**src/rtl/game_pkg.sv**
```systemverilog
// Shared definitions for the tilt-ball game flow controller:
// state codes, default coordinate width and rand_list field offsets.
package game_pkg;

  localparam int unsigned COORD_W = 10;

  typedef enum logic [3:0] {
    ST_PLAYING  = 4'h1,
    ST_FAIL     = 4'h2,
    ST_WIN      = 4'h3,
    ST_NEW      = 4'h4,
    ST_AGAIN    = 4'h5,
    ST_BALL_RST = 4'h6,
    ST_LOAD     = 4'h7,
    ST_NEXT     = 4'h8,
    ST_OVER     = 4'h9,
    ST_CLEAR    = 4'hA
  } state_e;

  // Each half is fh[0..n-1], wh, ball from LSB; X half low, Y half high.
  function automatic int unsigned rl_fh_lsb(int unsigned cw, int unsigned i);
    return i * cw;
  endfunction

  function automatic int unsigned rl_wh_lsb(int unsigned fh_num, int unsigned cw);
    return fh_num * cw;
  endfunction

  function automatic int unsigned rl_bl_lsb(int unsigned fh_num, int unsigned cw);
    return (fh_num + 1) * cw;
  endfunction

  function automatic int unsigned rl_y_lsb(int unsigned fh_num, int unsigned cw);
    return (fh_num + 2) * cw;
  endfunction

endpackage

```
**src/rtl/game_flow_ctrl_layout_latch.sv**
```systemverilog
// Layout registers for holes and ball start, captured from the
// random list in a single LOAD cycle.
module layout_latch #(
  parameter int unsigned FH_NUM  = 7,
  parameter int unsigned COORD_W = game_pkg::COORD_W,
  parameter int unsigned BL_X0   = 144,
  parameter int unsigned BL_Y0   = 74
) (
  input  logic                          clk_i,
  input  logic                          rst_i,
  input  logic                          load_i,
  input  logic [2*COORD_W*(FH_NUM+2)-1:0] rand_list_i,
  output logic [COORD_W*FH_NUM-1:0]     fh_x_o,
  output logic [COORD_W*FH_NUM-1:0]     fh_y_o,
  output logic [COORD_W-1:0]            wh_x_o,
  output logic [COORD_W-1:0]            wh_y_o,
  output logic [COORD_W-1:0]            bl_x_o,
  output logic [COORD_W-1:0]            bl_y_o
);
  import game_pkg::*;

  localparam int unsigned FH_W = COORD_W * FH_NUM;
  localparam int unsigned FH_O = rl_fh_lsb(COORD_W, 0);
  localparam int unsigned WH_O = rl_wh_lsb(FH_NUM, COORD_W);
  localparam int unsigned BL_O = rl_bl_lsb(FH_NUM, COORD_W);
  localparam int unsigned Y_O  = rl_y_lsb(FH_NUM, COORD_W);

  logic [FH_W-1:0]    fh_x_q, fh_y_q, fh_x_d, fh_y_d;
  logic [COORD_W-1:0] wh_x_q, wh_y_q, wh_x_d, wh_y_d;
  logic [COORD_W-1:0] bl_x_q, bl_y_q, bl_x_d, bl_y_d;

  assign fh_x_d = rand_list_i[FH_O +: FH_W];
  assign fh_y_d = rand_list_i[Y_O + FH_O +: FH_W];
  assign wh_x_d = rand_list_i[WH_O +: COORD_W];
  assign wh_y_d = rand_list_i[Y_O + WH_O +: COORD_W];
  assign bl_x_d = rand_list_i[BL_O +: COORD_W];
  assign bl_y_d = rand_list_i[Y_O + BL_O +: COORD_W];

  always_ff @(posedge clk_i or posedge rst_i) begin
    if (rst_i) begin
      fh_x_q <= '0;
      fh_y_q <= '0;
      wh_x_q <= '0;
      wh_y_q <= '0;
      bl_x_q <= COORD_W'(BL_X0);
      bl_y_q <= COORD_W'(BL_Y0);
    end else if (load_i) begin
      fh_x_q <= fh_x_d;
      fh_y_q <= fh_y_d;
      wh_x_q <= wh_x_d;
      wh_y_q <= wh_y_d;
      bl_x_q <= bl_x_d;
      bl_y_q <= bl_y_d;
    end
  end

  assign fh_x_o = fh_x_q;
  assign fh_y_o = fh_y_q;
  assign wh_x_o = wh_x_q;
  assign wh_y_o = wh_y_q;
  assign bl_x_o = bl_x_q;
  assign bl_y_o = bl_y_q;

endmodule

```
**src/rtl/game_flow_ctrl.sv**
```systemverilog
// Multi-level tilt-ball game flow: levels, lives, layout requests, outcome.
// Optional per-level frame timeout enabled by GAME_FLOW_TIMEOUT_EN.
module game_flow_ctrl #(
  parameter int unsigned FH_NUM         = 7,
  parameter int unsigned COORD_W        = game_pkg::COORD_W,
  parameter int unsigned NUM_LEVELS     = 4,
  parameter int unsigned MAX_LIVES      = 3,
  parameter int unsigned BL_X0          = 144,
`ifdef GAME_FLOW_TIMEOUT_EN
  parameter int unsigned TIMEOUT_FRAMES = 1800,
`endif
  parameter int unsigned BL_Y0          = 74
) (
  input  logic                            CLK,
  input  logic                            rst,
  input  logic                            i_new_game,
  input  logic                            i_again,
  input  logic                            i_accel_ready,
  input  logic                            i_rand_ready,
  input  logic [2*COORD_W*(FH_NUM+2)-1:0] i_rand_list,
  input  logic                            i_frame_tick,
  input  logic                            i_win,
  input  logic                            i_fail,
  input  logic [COORD_W-1:0]              i_roll_x,
  input  logic [COORD_W-1:0]              i_roll_y,
  input  logic [COORD_W-1:0]              i_fix_x,
  input  logic [COORD_W-1:0]              i_fix_y,
  output logic                            o_rand_req,
  output logic [COORD_W*FH_NUM-1:0]       o_fh_x,
  output logic [COORD_W*FH_NUM-1:0]       o_fh_y,
  output logic [COORD_W-1:0]              o_wh_x,
  output logic [COORD_W-1:0]              o_wh_y,
  output logic [COORD_W-1:0]              o_bl_init_x,
  output logic [COORD_W-1:0]              o_bl_init_y,
  output logic [COORD_W-1:0]              o_bl_x,
  output logic [COORD_W-1:0]              o_bl_y,
  output logic                            o_bl_pos_rst,
  output logic                            o_playing,
  output logic [3:0]                      o_level,
  output logic [3:0]                      o_lives,
  output logic [3:0]                      o_state,
  output logic                            o_game_over,
  output logic                            o_all_clear
`ifdef GAME_FLOW_TIMEOUT_EN
  ,
  output logic [15:0]                     o_time_left
`endif
);
  import game_pkg::*;

  state_e     state_q, state_d;
  logic [3:0] level_q, level_d;
  logic [3:0] lives_q, lives_d;
  logic       arm_q, arm_d;
  logic       req_q, req_d;
  logic       over_q, clear_q;
  logic       tmo;
  logic       load;

  logic [COORD_W-1:0] fix_x, fix_y;

  assign load = (state_q == ST_LOAD);

  layout_latch #(
    .FH_NUM  (FH_NUM),
    .COORD_W (COORD_W),
    .BL_X0   (BL_X0),
    .BL_Y0   (BL_Y0)
  ) u_layout (
    .clk_i       (CLK),
    .rst_i       (rst),
    .load_i      (load),
    .rand_list_i (i_rand_list),
    .fh_x_o      (o_fh_x),
    .fh_y_o      (o_fh_y),
    .wh_x_o      (o_wh_x),
    .wh_y_o      (o_wh_y),
    .bl_x_o      (o_bl_init_x),
    .bl_y_o      (o_bl_init_y)
  );

  always_comb begin
    state_d = state_q;
    level_d = level_q;
    lives_d = lives_q;
    arm_d   = arm_q;
    req_d   = 1'b0;
    if (i_new_game) begin
      state_d = ST_NEW;
      level_d = '0;
      lives_d = 4'(MAX_LIVES);
      arm_d   = 1'b0;
      req_d   = 1'b1;
    end else if (i_again &&
                 (state_q inside {ST_PLAYING, ST_FAIL, ST_WIN})) begin
      state_d = ST_AGAIN;
    end else begin
      case (state_q)
        // A stale ready from the previous list must drop before loading.
        ST_NEW: begin
          arm_d = arm_q | ~i_rand_ready;
          if (arm_q && i_rand_ready && i_accel_ready) begin
            state_d = ST_LOAD;
            arm_d   = 1'b0;
          end
        end
        ST_NEXT: begin
          arm_d = arm_q | ~i_rand_ready;
          if (arm_q && i_rand_ready) begin
            state_d = ST_LOAD;
            arm_d   = 1'b0;
          end
        end
        ST_LOAD:     state_d = ST_BALL_RST;
        ST_BALL_RST: state_d = ST_PLAYING;
        ST_AGAIN:    state_d = ST_PLAYING;
        ST_PLAYING: begin
          if (i_fail || tmo) begin
            state_d = ST_FAIL;
            lives_d = (lives_q == 4'd0) ? 4'd0 : lives_q - 4'd1;
          end else if (i_win) begin
            state_d = ST_WIN;
          end
        end
        ST_FAIL: begin
          if (lives_q == 4'd0) state_d = ST_OVER;
        end
        ST_WIN: begin
          if (level_q == 4'(NUM_LEVELS - 1)) begin
            state_d = ST_CLEAR;
          end else if (i_frame_tick) begin
            state_d = ST_NEXT;
            level_d = level_q + 4'd1;
            arm_d   = 1'b0;
            req_d   = 1'b1;
          end
        end
        ST_OVER:  state_d = ST_OVER;
        ST_CLEAR: state_d = ST_CLEAR;
        default:  state_d = ST_NEW;
      endcase
    end
  end

  always_ff @(posedge CLK or posedge rst) begin
    if (rst) begin
      state_q <= ST_NEW;
      level_q <= '0;
      lives_q <= 4'(MAX_LIVES);
      arm_q   <= 1'b0;
      req_q   <= 1'b0;
      over_q  <= 1'b0;
      clear_q <= 1'b0;
    end else begin
      state_q <= state_d;
      level_q <= level_d;
      lives_q <= lives_d;
      arm_q   <= arm_d;
      req_q   <= req_d;
      over_q  <= (state_d == ST_OVER);
      clear_q <= (state_d == ST_CLEAR);
    end
  end

`ifdef GAME_FLOW_TIMEOUT_EN
  logic [15:0]        cnt_q, cnt_d;
  logic               hit_q, hit_d;
  logic [COORD_W-1:0] tx_q, ty_q, tx_d, ty_d;

  assign tmo = (state_q == ST_PLAYING) && i_frame_tick &&
               (cnt_q == 16'(TIMEOUT_FRAMES - 1));

  always_comb begin
    cnt_d = cnt_q;
    hit_d = hit_q;
    tx_d  = tx_q;
    ty_d  = ty_q;
    if (state_q == ST_PLAYING && i_frame_tick) cnt_d = cnt_q + 16'd1;
    if (state_d == ST_PLAYING && state_q != ST_PLAYING) begin
      cnt_d = '0;
      hit_d = 1'b0;
    end
    // No real fall happened, so the mover's fix position is stale.
    if (tmo && state_d == ST_FAIL && !i_fail) begin
      hit_d = 1'b1;
      tx_d  = i_roll_x;
      ty_d  = i_roll_y;
    end
  end

  always_ff @(posedge CLK or posedge rst) begin
    if (rst) begin
      cnt_q <= '0;
      hit_q <= 1'b0;
      tx_q  <= '0;
      ty_q  <= '0;
    end else begin
      cnt_q <= cnt_d;
      hit_q <= hit_d;
      tx_q  <= tx_d;
      ty_q  <= ty_d;
    end
  end

  assign fix_x       = hit_q ? tx_q : i_fix_x;
  assign fix_y       = hit_q ? ty_q : i_fix_y;
  assign o_time_left = 16'(TIMEOUT_FRAMES) - cnt_q;
`else
  assign tmo   = 1'b0;
  assign fix_x = i_fix_x;
  assign fix_y = i_fix_y;
`endif

  always_comb begin
    o_bl_x = o_bl_init_x;
    o_bl_y = o_bl_init_y;
    case (state_q)
      ST_PLAYING: begin
        o_bl_x = i_roll_x;
        o_bl_y = i_roll_y;
      end
      ST_FAIL, ST_WIN, ST_OVER, ST_CLEAR: begin
        o_bl_x = fix_x;
        o_bl_y = fix_y;
      end
      default: begin
        o_bl_x = o_bl_init_x;
        o_bl_y = o_bl_init_y;
      end
    endcase
  end

  assign o_playing    = (state_q == ST_PLAYING);
  assign o_bl_pos_rst = (state_q == ST_BALL_RST) || (state_q == ST_AGAIN);
  assign o_rand_req   = req_q;
  assign o_level      = level_q;
  assign o_lives      = lives_q;
  assign o_state      = state_q;
  assign o_game_over  = over_q;
  assign o_all_clear  = clear_q;

endmodule

```
**config.mk**
```make
export PLATFORM = sky130hd
export DESIGN_NAME = game_flow_ctrl
export DESIGN_NICKNAME = d
export VERILOG_FILES = /design/src/rtl/game_pkg.sv /design/src/rtl/game_flow_ctrl_layout_latch.sv /design/src/rtl/game_flow_ctrl.sv
export SDC_FILE = /design/constraint.sdc
export NUM_CORES = 1
export LEC_CHECK = 0
export BUFFER_PORTS_ARGS = -buffer_cell sky130_fd_sc_hd__buf_4
export CORE_AREA = 3 3 175 177
export CTS_CLUSTER_DIAMETER = 200
export DETAILED_ROUTE_END_ITERATION = 6
export DIE_AREA = 0 0 178 180
export GPL_TIMING_DRIVEN = 0
export PLACE_DENSITY = 0.52
export RECOVER_POWER = 25
export SLEW_MARGIN = 30
export SYNTH_ARGS = -nofsm -noshare
export SYNTH_HDL_FRONTEND = slang
export SYNTH_SLANG_ARGS = --single-unit
export TNS_END_PERCENT = 1
```
**constraint.sdc**
```tcl
create_clock -name CLK -period 19.7 [get_ports CLK]
set_input_delay 2.955 -clock CLK [delete_from_list [all_inputs] [get_ports CLK]]
set_output_delay 2.955 -clock CLK [all_outputs]
set_load 0.005 [all_outputs]
```
==> impl_metrics.env, run 1 <==
export IMPL_setup_viol_count_final=0
export IMPL_min_path_type="reg2reg"
export IMPL_antenna_found_initial=1
export IMPL_synth_top_area_share_pct=57.59
export IMPL_htreeDepth=4
export IMPL_syn_nets=1158
export IMPL_startpoint_type="primary input"
export IMPL_synth_area_um2=8169
export IMPL_cts_buffers=17
export IMPL_reg2reg_depth=6
export IMPL_via_count=7810
export IMPL_drc=0
export IMPL_hpwl_um=24770
export IMPL_synthCells=928
export IMPL_drv_slew=45
export IMPL_fp_dieW_um=178
export IMPL_coreArea_um2=29400
export IMPL_synth_edf_count=0
export IMPL_dp_cells=1764
export IMPL_crit_fanout=1
export IMPL_ys_ff_latch=196
export IMPL_first_global_vias=7939
export IMPL_clk_pin_slew_worst_paths_ns=0.07
export IMPL_dp_slack_ns=13.09
export IMPL_final_common_cell="nand2_1"
export IMPL_dieArea_um2=32040
export IMPL_cap_violations=1
export IMPL_rsz0062_at_grt="false"
export IMPL_hold_violations=0
export IMPL_finalCritPeriodShare_pct=33.40
export IMPL_via_per_inst=4.349
export IMPL_root_buffer="clkbuf_16"
export IMPL_synth_cell_types=47
export IMPL_ys_seq_area_share_pct=60.16
export IMPL_ir_drop_mv=0.04263
export IMPL_required_ns=16.75
export IMPL_overflow=0
export IMPL_power_density_nw_per_um2=105.0
export IMPL_cp_end_kind="output pin"
export IMPL_min_path_cells=2
export IMPL_synth_top_cells_by_area="dfrtp_1 (58%), nand2_1 (25%), dfstp_2 (2.6%), a22o_1 (2.1%), a21o_1 (2.0%)"
export IMPL_clock_path_buffers=2
export IMPL_place_congestion=0.8313
export IMPL_ant_nets=0
export IMPL_ctsHoldBuffers=0
export IMPL_io_pins=446
export IMPL_initialDrtViolationCount=372
export IMPL_worstSetupPathType="in2out"
export IMPL_ys_flop_type="dfrtp_1"
export IMPL_cp_arrival_ns=3.62
export IMPL_stdcell_area_um2=12600
export IMPL_final_cells=1796
export IMPL_cts_tree="yes"
export IMPL_rows=63
export IMPL_async_flop_share_pct=100.0
export IMPL_synth_top_area_cell="dfrtp_1"
export IMPL_grt_max_degree=85
export IMPL_area_growth_pct=54.22
export IMPL_nets=1623
export IMPL_first_pass_iters=6
export IMPL_die_h_um=180
export IMPL_diodes=0
export IMPL_start_util_pct=27.78
export IMPL_fin_crit_ns=6.579
export IMPL_syn_area_per_cell_um2=8.803
export IMPL_ctsResizeCount=0
export IMPL_yosysWarnings=0
export IMPL_failed_checks="capacitance limit, slew limit"
export IMPL_clk_latency_ns=0.44
export IMPL_wirelength_um=31920
export IMPL_post_cts_setup_buffers=0
export IMPL_drive_above_1_share_pct=37.34
export IMPL_worst_slack_ns=13.12
export IMPL_fin_tns_setup_ns=0
export IMPL_layout_common_cells="nand2_1 (551), buf_4 (307), dfrtp_1 (188)"
export IMPL_place_area_um2=12050
export IMPL_cts_sinks=196
export IMPL_status="complete, but fails checks"
export IMPL_grt_pass1_wl_um=47400
export IMPL_portBuffers=444
export IMPL_routedWlPerCell_um=17.77
export IMPL_worst_pin_slew_ns=2.318
export IMPL_p_leak_nw=6.204
export IMPL_fmax_mhz=152.0
export IMPL_grt_usage_pct=19.46
export IMPL_clock_skew_ns=0.01591
export IMPL_slew_headroom_pct=-55.39
-- metrics by stage --
| stage | util [%] | hold WS (ns) | total power, W |
|---|---|---|---|
| 5_1_grt | 42.85 | 0.4926 | 0.001411 |
| 3_5_place_dp | 40.99 | 0.4632 | 0.001000 |
| 2_1_floorplan | - | 0.4558 | 0.0007063 |
| 6_report | 42.85 | 0.4765 | 0.001323 |
| 3_3_place_gp | 40.78 | 0.4598 | 0.0009936 |
| 4_1_cts | 42.90 | 0.4817 | 0.001348 |
-- area by class of cell --
class,instances,area [um^2]
Timing Repair Buffer,446,3381
Fill cell,2992,16800
Clock buffer,19,442.9
Inverter,4,16.27
Multi-Input combinational cell,675,2995
Tap cell,390,488.0
Clock inverter,13,116.4
Sequential cell,196,4915
Buffer,53,244.0
-- flip-flops by register name, indices dropped and copies added (netlist names) --
| name | flops |
|---|---|
| o_lives | 4 |
| u_layout.wh_x_o | 10 |
| arm_q | 1 |
| o_game_over | 1 |
| u_layout.bl_x_o | 10 |
| o_state | 4 |
| u_layout.fh_y_o | 70 |
| u_layout.wh_y_o | 10 |
| o_all_clear | 1 |
| u_layout.fh_x_o | 70 |
| u_layout.bl_y_o | 10 |
| o_level | 4 |
| o_rand_req | 1 |
-- cell usage after synthesis, drive strengths merged (2+ instances only) --
cell	n
o21ai	8
nor3b	4
nand4b	2
nand2b	4
inv	4
a21oi	9
nor2b	4
mux2i	3
or2	2
dfstp	8
clkbuf	21
nand4	2
and4bb	2
nand3b	4
nand2	551
a22o	20
or3b	2
buf	32
o31ai	3
nor2	11
or3	2
dfrtp	188
a21o	22
-- power breakdown --
| group | total (W) | internal, W | switching [W] |
|---|---|---|---|
| registers | 0.000588 | 0.000516 | 0.0000721 |
| clock network | 0.000342 | 0.000169 | 0.000172 |
| logic | 0.000393 | 0.000229 | 0.000164 |
-- cells by family after synthesis --
kind of cell               count (synthesis)  synth area share (%)
adders and majority gates                  1                0.1531
buffers and inverters                     57                 3.170
DFF                                      196                 60.16
and+or+nand+nor                          597                 29.39
AOI/OAI and AO/OA                         72                 6.510
muxes                                      4                0.5054
xor gates and xnor gates                   1                0.1072
-- per-layer routing --
metal,global-route usage (%),up-vias,wire length [um]
met1,22.60,3611,12320
met5,0,-,20
li1,-,3846,-
met3,7.013,28,3040
met2,33.87,323,16010
met4,4.901,2,524
-- worst max-delay path, cell delays in order --
cell and delay [ns]:
buf_4 0.11, a22o_1 0.26, a21o_1 0.17, buf_4 0.13
-- worst paths after layout --
path,startpoint,end,slack [ns]
worst max-delay path,i_roll_x[2],o_bl_x[2],13.12
worst min-delay path,u_layout.fh_x_o[7],u_layout.fh_x_o[7],0.48
worst max register to register,o_state[2],u_layout.bl_x_o[5],17.40
worst min register to register,u_layout.fh_x_o[7],u_layout.fh_x_o[7],0.48
max in group asynchronous,rst,o_state[2],15.33
min in group asynchronous,rst,u_layout.fh_y_o[21],3.16
(Power assumes the default switching activity.)
==> inputs of run 2 (changes only) <==
--- a/config.mk
+++ b/config.mk
@@ -6,12 +6,12 @@
 export NUM_CORES = 1
 export LEC_CHECK = 0
 export BUFFER_PORTS_ARGS = -buffer_cell sky130_fd_sc_hd__buf_4
-export CORE_AREA = 3 3 175 177
+export CORE_AREA = 3 3 170 172
 export CTS_CLUSTER_DIAMETER = 200
 export DETAILED_ROUTE_END_ITERATION = 6
-export DIE_AREA = 0 0 178 180
+export DIE_AREA = 0 0 173 175
 export GPL_TIMING_DRIVEN = 0
-export PLACE_DENSITY = 0.52
+export PLACE_DENSITY = 0.55
 export RECOVER_POWER = 25
 export SLEW_MARGIN = 30
 export SYNTH_ARGS = -nofsm -noshare
==> constraint.sdc (replaced) <==
create_clock -name CLK -period 6.08 [get_ports CLK]
set_input_delay 0.912 -clock CLK [delete_from_list [all_inputs] [get_ports CLK]]
set_output_delay 0.912 -clock CLK [all_outputs]
set_load 0.005 [all_outputs]
==> impl_metrics.env, run 2 (same netlist as run 1, synthesis figures left out) <==
export IMPL_htreeDepth=4
export IMPL_layout_common_cells="nand2_1 (551), buf_4 (445), dfrtp_1 (188)"
export IMPL_clock_path_buffers=2
export IMPL_startpoint_type="primary input"
export IMPL_power_w=0.004354
export IMPL_worstSetupPathType="in2async"
export IMPL_worst_slack_ns=1.910
export IMPL_cp_arrival_ns=4.54
export IMPL_finalCritPeriodShare_pct=68.59
export IMPL_overflow=0
export IMPL_initialDrtViolationCount=468
export IMPL_required_ns=6.45
export IMPL_ctsResizeCount=0
export IMPL_antenna_found_initial=2
export IMPL_diodes=0
export IMPL_crit_fanout=25
export IMPL_status="complete, but fails checks"
export IMPL_ir_drop_mv=0.1394
export IMPL_fin_crit_ns=4.170
export IMPL_fin_tns_setup_ns=0
export IMPL_root_buffer="clkbuf_16"
export IMPL_fillerInstances=2780
export IMPL_min_path_type="reg2reg"
export IMPL_cts_sinks=196
export IMPL_routedWlPerCell_um=17.92
export IMPL_hpwl_um=24730
export IMPL_via_count=7971
export IMPL_first_global_vias=7892
export IMPL_portBuffers=444
export IMPL_area_growth_pct=54.57
export IMPL_nets=1629
export IMPL_grt_usage_pct=20.61
export IMPL_rows=61
export IMPL_ant_nets=0
export IMPL_cap_violations=1
export IMPL_crit_path_top_delay_cell="clkbuf_1"
export IMPL_drv_slew=26
export IMPL_start_util_pct=29.57
export IMPL_crit_family="buffers and inverters"
export IMPL_fp_dieW_um=173
export IMPL_setup_viol_count_final=0
export IMPL_clk_latency_ns=0.44
export IMPL_cp_end_kind="asynchronous set/reset pin"
export IMPL_drive_above_1_share_pct=37.25
export IMPL_drc=0
export IMPL_wirelength_um=32070
export IMPL_rsz0062_at_grt="false"
export IMPL_clk_pin_slew_worst_paths_ns=0.08
export IMPL_slew_headroom_pct=-0.4481
export IMPL_die_h_um=175
export IMPL_first_pass_iters=5
export IMPL_coreArea_um2=27630
export IMPL_crit_path_frequent_cell="clkbuf_1"
export IMPL_post_cts_setup_buffers=0
export IMPL_fmax_mhz=239.8
export IMPL_hold_violations=0
export IMPL_dp_slack_ns=2.820
export IMPL_cts_tree="yes"
export IMPL_cpPeakStageDelay_ns=1.09
export IMPL_p_leak_nw=6.259
export IMPL_grt_pass1_wl_um=47990
export IMPL_crit_buf_inv=5
export IMPL_worst_pin_slew_ns=1.507
export IMPL_via_per_inst=4.453
export IMPL_clock_skew_ns=0.02472
export IMPL_final_common_cell="nand2_1"
export IMPL_cp_cell_sequence="clkbuf_4 > clkinvlp_2 > clkbuf_1 > clkbuf_1 > clkbuf_1"
export IMPL_grt_max_degree=29
export IMPL_io_pins=446
export IMPL_ctsHoldBuffers=0
export IMPL_failed_checks="capacitance limit, slew limit"
export IMPL_cts_buffers=17
export IMPL_dieArea_um2=30280
export IMPL_power_density_nw_per_um2=344.8
export IMPL_place_congestion=0.8523
run 2: cell types whose count changed in the layout (fill, tap and decap cells not counted), sizes merged:
cell / before / now
buf: 339 / 477
clkbuf: 179 / 47
clkinvlp: 4 / 1
inv: 8 / 11
run 2: worst paths after layout:
path / start / to / slack, ns / cells past startpoint
min: u_layout.bl_x_o[4] / u_layout.bl_x_o[4] / 0.48 / 2
max: rst / u_layout.fh_x_o[52] / 1.91 / 5
min in group asynchronous: rst / u_layout.fh_x_o[7] / 0.61 / 2
min reg2reg: u_layout.bl_x_o[4] / u_layout.bl_x_o[4] / 0.48 / 2
max in group CLK: o_state[1] / o_bl_x[8] / 2.40 / 6
max reg2reg: o_state[2] / u_layout.bl_x_o[6] / 3.72 / 6
run 2: power by group:
group	total, W	switching, W	internal, W
registers	0.00191	0.000236	0.00167
clock network	0.00116	0.000592	0.000568
logic	0.00129	0.000538	0.000748
total	0.00435	0.00137	0.00299
run 2: cell type report:
| class | instances | area (um^2) | share of cell area [%] |
|---|---|---|---|
| clock inverters | 13 | 151.4 | 1.199 |
| inverters | 4 | 16.27 | 0.1288 |
| plain buffers | 53 | 244.0 | 1.932 |
| flip-flops and latches | 196 | 4915 | 38.92 |
| multi-input cells | 675 | 2989 | 23.67 |
| repair buffers | 452 | 3396 | 26.89 |
| clock buffers | 19 | 442.9 | 3.508 |
| well taps | 378 | 473.0 | 3.746 |
run 2: worst register-to-register path, cell delays in order, from the launching register on:
cell and delay (ns):
dfstp_2 0.61, nand2b_1 0.17, nor2_2 0.57, buf_2 0.41
buf_2 0.38, nand2_1 0.10, nand2_1 0.06
run 2: per-layer routing:
layer  GRT usage [%]  wire length [um]  vias up
met5               0                 8        -
met4           6.453               688        2
met3           6.562              2548       34
met2           34.66             15390      328
met1           25.34             13430     3747
li1                -                 -     3860
run 2: per-stage QoR:
step                      hold WS (ns)  cells  util (%)  instance area [um^2]
after floorplan                 0.4558    928         -                  8173
after global placement          0.4590   1750     43.36                 11980
after detailed placement        0.4635   1758     43.99                 12150
after CTS                       0.4766   1790     46.14                 12750
after global routing            0.4969   1790     45.70                 12630
final                           0.4766   1790     45.70                 12630
==> inputs of run 3 (changes only) <==
--- a/config.mk
+++ b/config.mk
@@ -5,13 +5,14 @@
 export SDC_FILE = /design/constraint.sdc
 export NUM_CORES = 1
 export LEC_CHECK = 0
+export ABC_AREA = 1
 export BUFFER_PORTS_ARGS = -buffer_cell sky130_fd_sc_hd__buf_4
-export CORE_AREA = 3 3 170 172
+export CORE_AREA = 3 3 172 174
 export CTS_CLUSTER_DIAMETER = 200
 export DETAILED_ROUTE_END_ITERATION = 6
-export DIE_AREA = 0 0 173 175
+export DIE_AREA = 0 0 175 177
 export GPL_TIMING_DRIVEN = 0
-export PLACE_DENSITY = 0.55
+export PLACE_DENSITY = 0.58
 export RECOVER_POWER = 25
 export SLEW_MARGIN = 30
 export SYNTH_ARGS = -nofsm -noshare
==> constraint.sdc (replaced) <==
create_clock -name CLK -period 3.4 [get_ports CLK]
set_input_delay 0.51 -clock CLK [delete_from_list [all_inputs] [get_ports CLK]]
set_output_delay 0.51 -clock CLK [all_outputs]
set_load 0.005 [all_outputs]
==> impl_metrics.env, run 3 <==
export IMPL_min_path_type="in2async"
export IMPL_fin_crit_ns=2.749
export IMPL_grt_usage_pct=17.73
export IMPL_status="completed"
export IMPL_finalCritPeriodShare_pct=80.84
export IMPL_ir_drop_mv=0.3085
export IMPL_first_pass_iters=4
export IMPL_drv_slew=0
export IMPL_clk_latency_ns=0.43
export IMPL_fillerInstances=2566
export IMPL_syn_nets=854
export IMPL_syn_area_per_cell_um2=14.13
export IMPL_rsz0062_at_grt="false"
export IMPL_coreArea_um2=27930
export IMPL_root_buffer="clkbuf_16"
export IMPL_portBuffers=445
export IMPL_dieArea_um2=30980
export IMPL_clock_path_buffers=2
export IMPL_ys_flop_type="dfrtp_1"
export IMPL_cp_arrival_ns=2.24
export IMPL_synth_top_area_cell="dfrtp_1"
export IMPL_critPathLaunch="o_state[2]"
export IMPL_synth_most_common_cell="dfrtp_1"
export IMPL_cp_end_kind="output pin"
export IMPL_slew_headroom_pct=8.390
export IMPL_cp_cell_sequence="inv_2 > nand2_1 > inv_2 > nand2_1 > o211ai_1 > nor2_1 > buf_2 > nand2_1 > nand3_1 > buf_4"
export IMPL_synth_top_cells_by_area="dfrtp_1 (53%), mux2_4 (30%), nand2_1 (4.6%), buf_6 (2.6%), dfstp_2 (2.4%)"
export IMPL_fmax_mhz=363.8
export IMPL_die_h_um=177
export IMPL_ys_ff_latch=196
export IMPL_io_pins=446
export IMPL_worst_slack_ns=0.6513
export IMPL_rows=61
export IMPL_ctsResizeCount=0
export IMPL_crit_path_top_delay_cell="dfstp_2"
export IMPL_final_common_cell="buf_4"
export IMPL_p_leak_nw=7.179
export IMPL_cts_buffers=17
export IMPL_reg2reg_depth=6
export IMPL_ant_nets=0
export IMPL_cpPeakStageDelay_ns=0.56
export IMPL_fin_tns_setup_ns=0
export IMPL_hold_violations=0
export IMPL_clock_skew_ns=0.01762
export IMPL_diodes=0
export IMPL_dp_slack_ns=1.074
export IMPL_crit_fanout=10
export IMPL_synth_edf_count=0
export IMPL_place_congestion=0.8223
export IMPL_nets=1326
export IMPL_setup_viol_count_final=0
export IMPL_cts_sinks=196
export IMPL_area_growth_pct=51.36
export IMPL_overflow=0
export IMPL_start_util_pct=31.56
export IMPL_synth_common_cells="dfrtp_1 (188), mux2_4 (179), nand2_1 (108)"
export IMPL_synth_area_um2=8817
export IMPL_ys_seq_area_share_pct=55.74
export IMPL_worst_pin_slew_ns=1.374
export IMPL_worstSetupPathType="reg2out"
export IMPL_via_per_inst=4.436
export IMPL_layout_common_cells="buf_4 (444), dfrtp_1 (188), mux2_4 (179)"
export IMPL_drc=0
export IMPL_fp_dieW_um=175
export IMPL_grt_pass1_wl_um=42080
export IMPL_antenna_found_initial=0
export IMPL_reg2reg_from="o_state[2]"
export IMPL_required_ns=2.89
export IMPL_htreeDepth=4
export IMPL_power_density_nw_per_um2=723.7
export IMPL_clk_pin_slew_worst_paths_ns=0.09
export IMPL_drive_above_1_share_pct=63.48
export IMPL_crit_path_frequent_cell="nand2_1"
export IMPL_initialDrtViolationCount=198
export IMPL_first_global_vias=6986
export IMPL_post_cts_setup_buffers=0
export IMPL_hpwl_um=22650
export IMPL_synth_top_area_share_pct=53.36
export IMPL_yosysWarnings=0
export IMPL_grt_max_degree=29
export IMPL_async_flop_share_pct=100.0
export IMPL_wirelength_um=28130
export IMPL_cap_violations=0
export IMPL_ctsHoldBuffers=0
export IMPL_startpoint_type="flop"
export IMPL_synthCells=624
export IMPL_via_count=6597
export IMPL_routedWlPerCell_um=18.91
export IMPL_synth_cell_types=25
export IMPL_cts_tree="yes"
[run 3: cell count changes after synthesis, moves of 5 or more]
cell and change:
a21o_1 -22, a22o_1 -20, buf_2 -26, buf_6 +20, clkbuf_1 -18, inv_1 +14
inv_2 +5, mux2_4 +179, nand2_1 -443, nand3_1 +33, nor2_1 +17
[run 3: cell type report]
class	instances	area, um^2	area share (%)
repair buffers	453	3443	25.80
inverters	23	87.58	0.6563
clock buffers	18	439.2	3.291
multi-input cells	378	3560	26.67
clock inverters	14	171.4	1.284
flip-flops and latches	196	4915	36.83
well taps	378	473.0	3.544
plain buffers	27	256.5	1.922
[run 3: worst max-delay path, delay by kind of cell (launching register included)]
| kind | cells | cell delay [ns] |
|---|---|---|
| DFF | 1 | 0.56 |
| and+or+nand+nor | 5 | 0.55 |
| buffers and inverters | 4 | 0.48 |
| AOI/OAI and AO/OA | 1 | 0.21 |
[run 3: kinds of logic after synthesis]
family	Yosys count	synth area share, %
xor+xnor	3	0.2981
buf+inv	50	3.888
simple gates	179	8.344
compound gates	15	0.9791
flops	196	55.74
fa+ha+maj	1	0.1419
mux	180	30.61
[run 3: power breakdown]
| part | internal (W) | switching, W |
|---|---|---|
| sequential | 0.00325 | 0.000581 |
| clock | 0.00103 | 0.00106 |
| combinational | 0.00256 | 0.00119 |
[run 3: layer usage]
metal | vias to the layer above | GRT usage, % | wire length (um)
li1 | 3050 | - | -
met1 | 3232 | 20.84 | 10710
met2 | 297 | 32.19 | 15010
met3 | 18 | 5.169 | 2105
met4 | 0 | 3.757 | 299
met5 | - | 0 | 0
[run 3: path summary, 6_finish.rpt]
path,end,slack (ns)
max,o_bl_y[7],0.65
max reg2reg,u_layout.fh_y_o[12],1.65
max in group asynchronous,u_layout.fh_y_o[42],0.79
min in group CLK,u_layout.fh_x_o[29],0.30
min,u_layout.fh_y_o[4],0.14
min reg2reg,u_layout.fh_y_o[26],0.51
[run 3: stage by stage]
stage	cell area (um^2)	utilization, %	hold WS [ns]	power, W	std cells
CTS	13420	48.04	0.06276	0.009836	1487
global route	13350	47.77	0.1651	0.01022	1487
global placement	12630	45.23	0.4921	0.007615	1447
finish	13350	47.77	0.1419	0.009658	1487
floorplan	8821	-	0.4736	0.005389	624
detailed placement	12810	45.86	0.4941	0.007674	1455
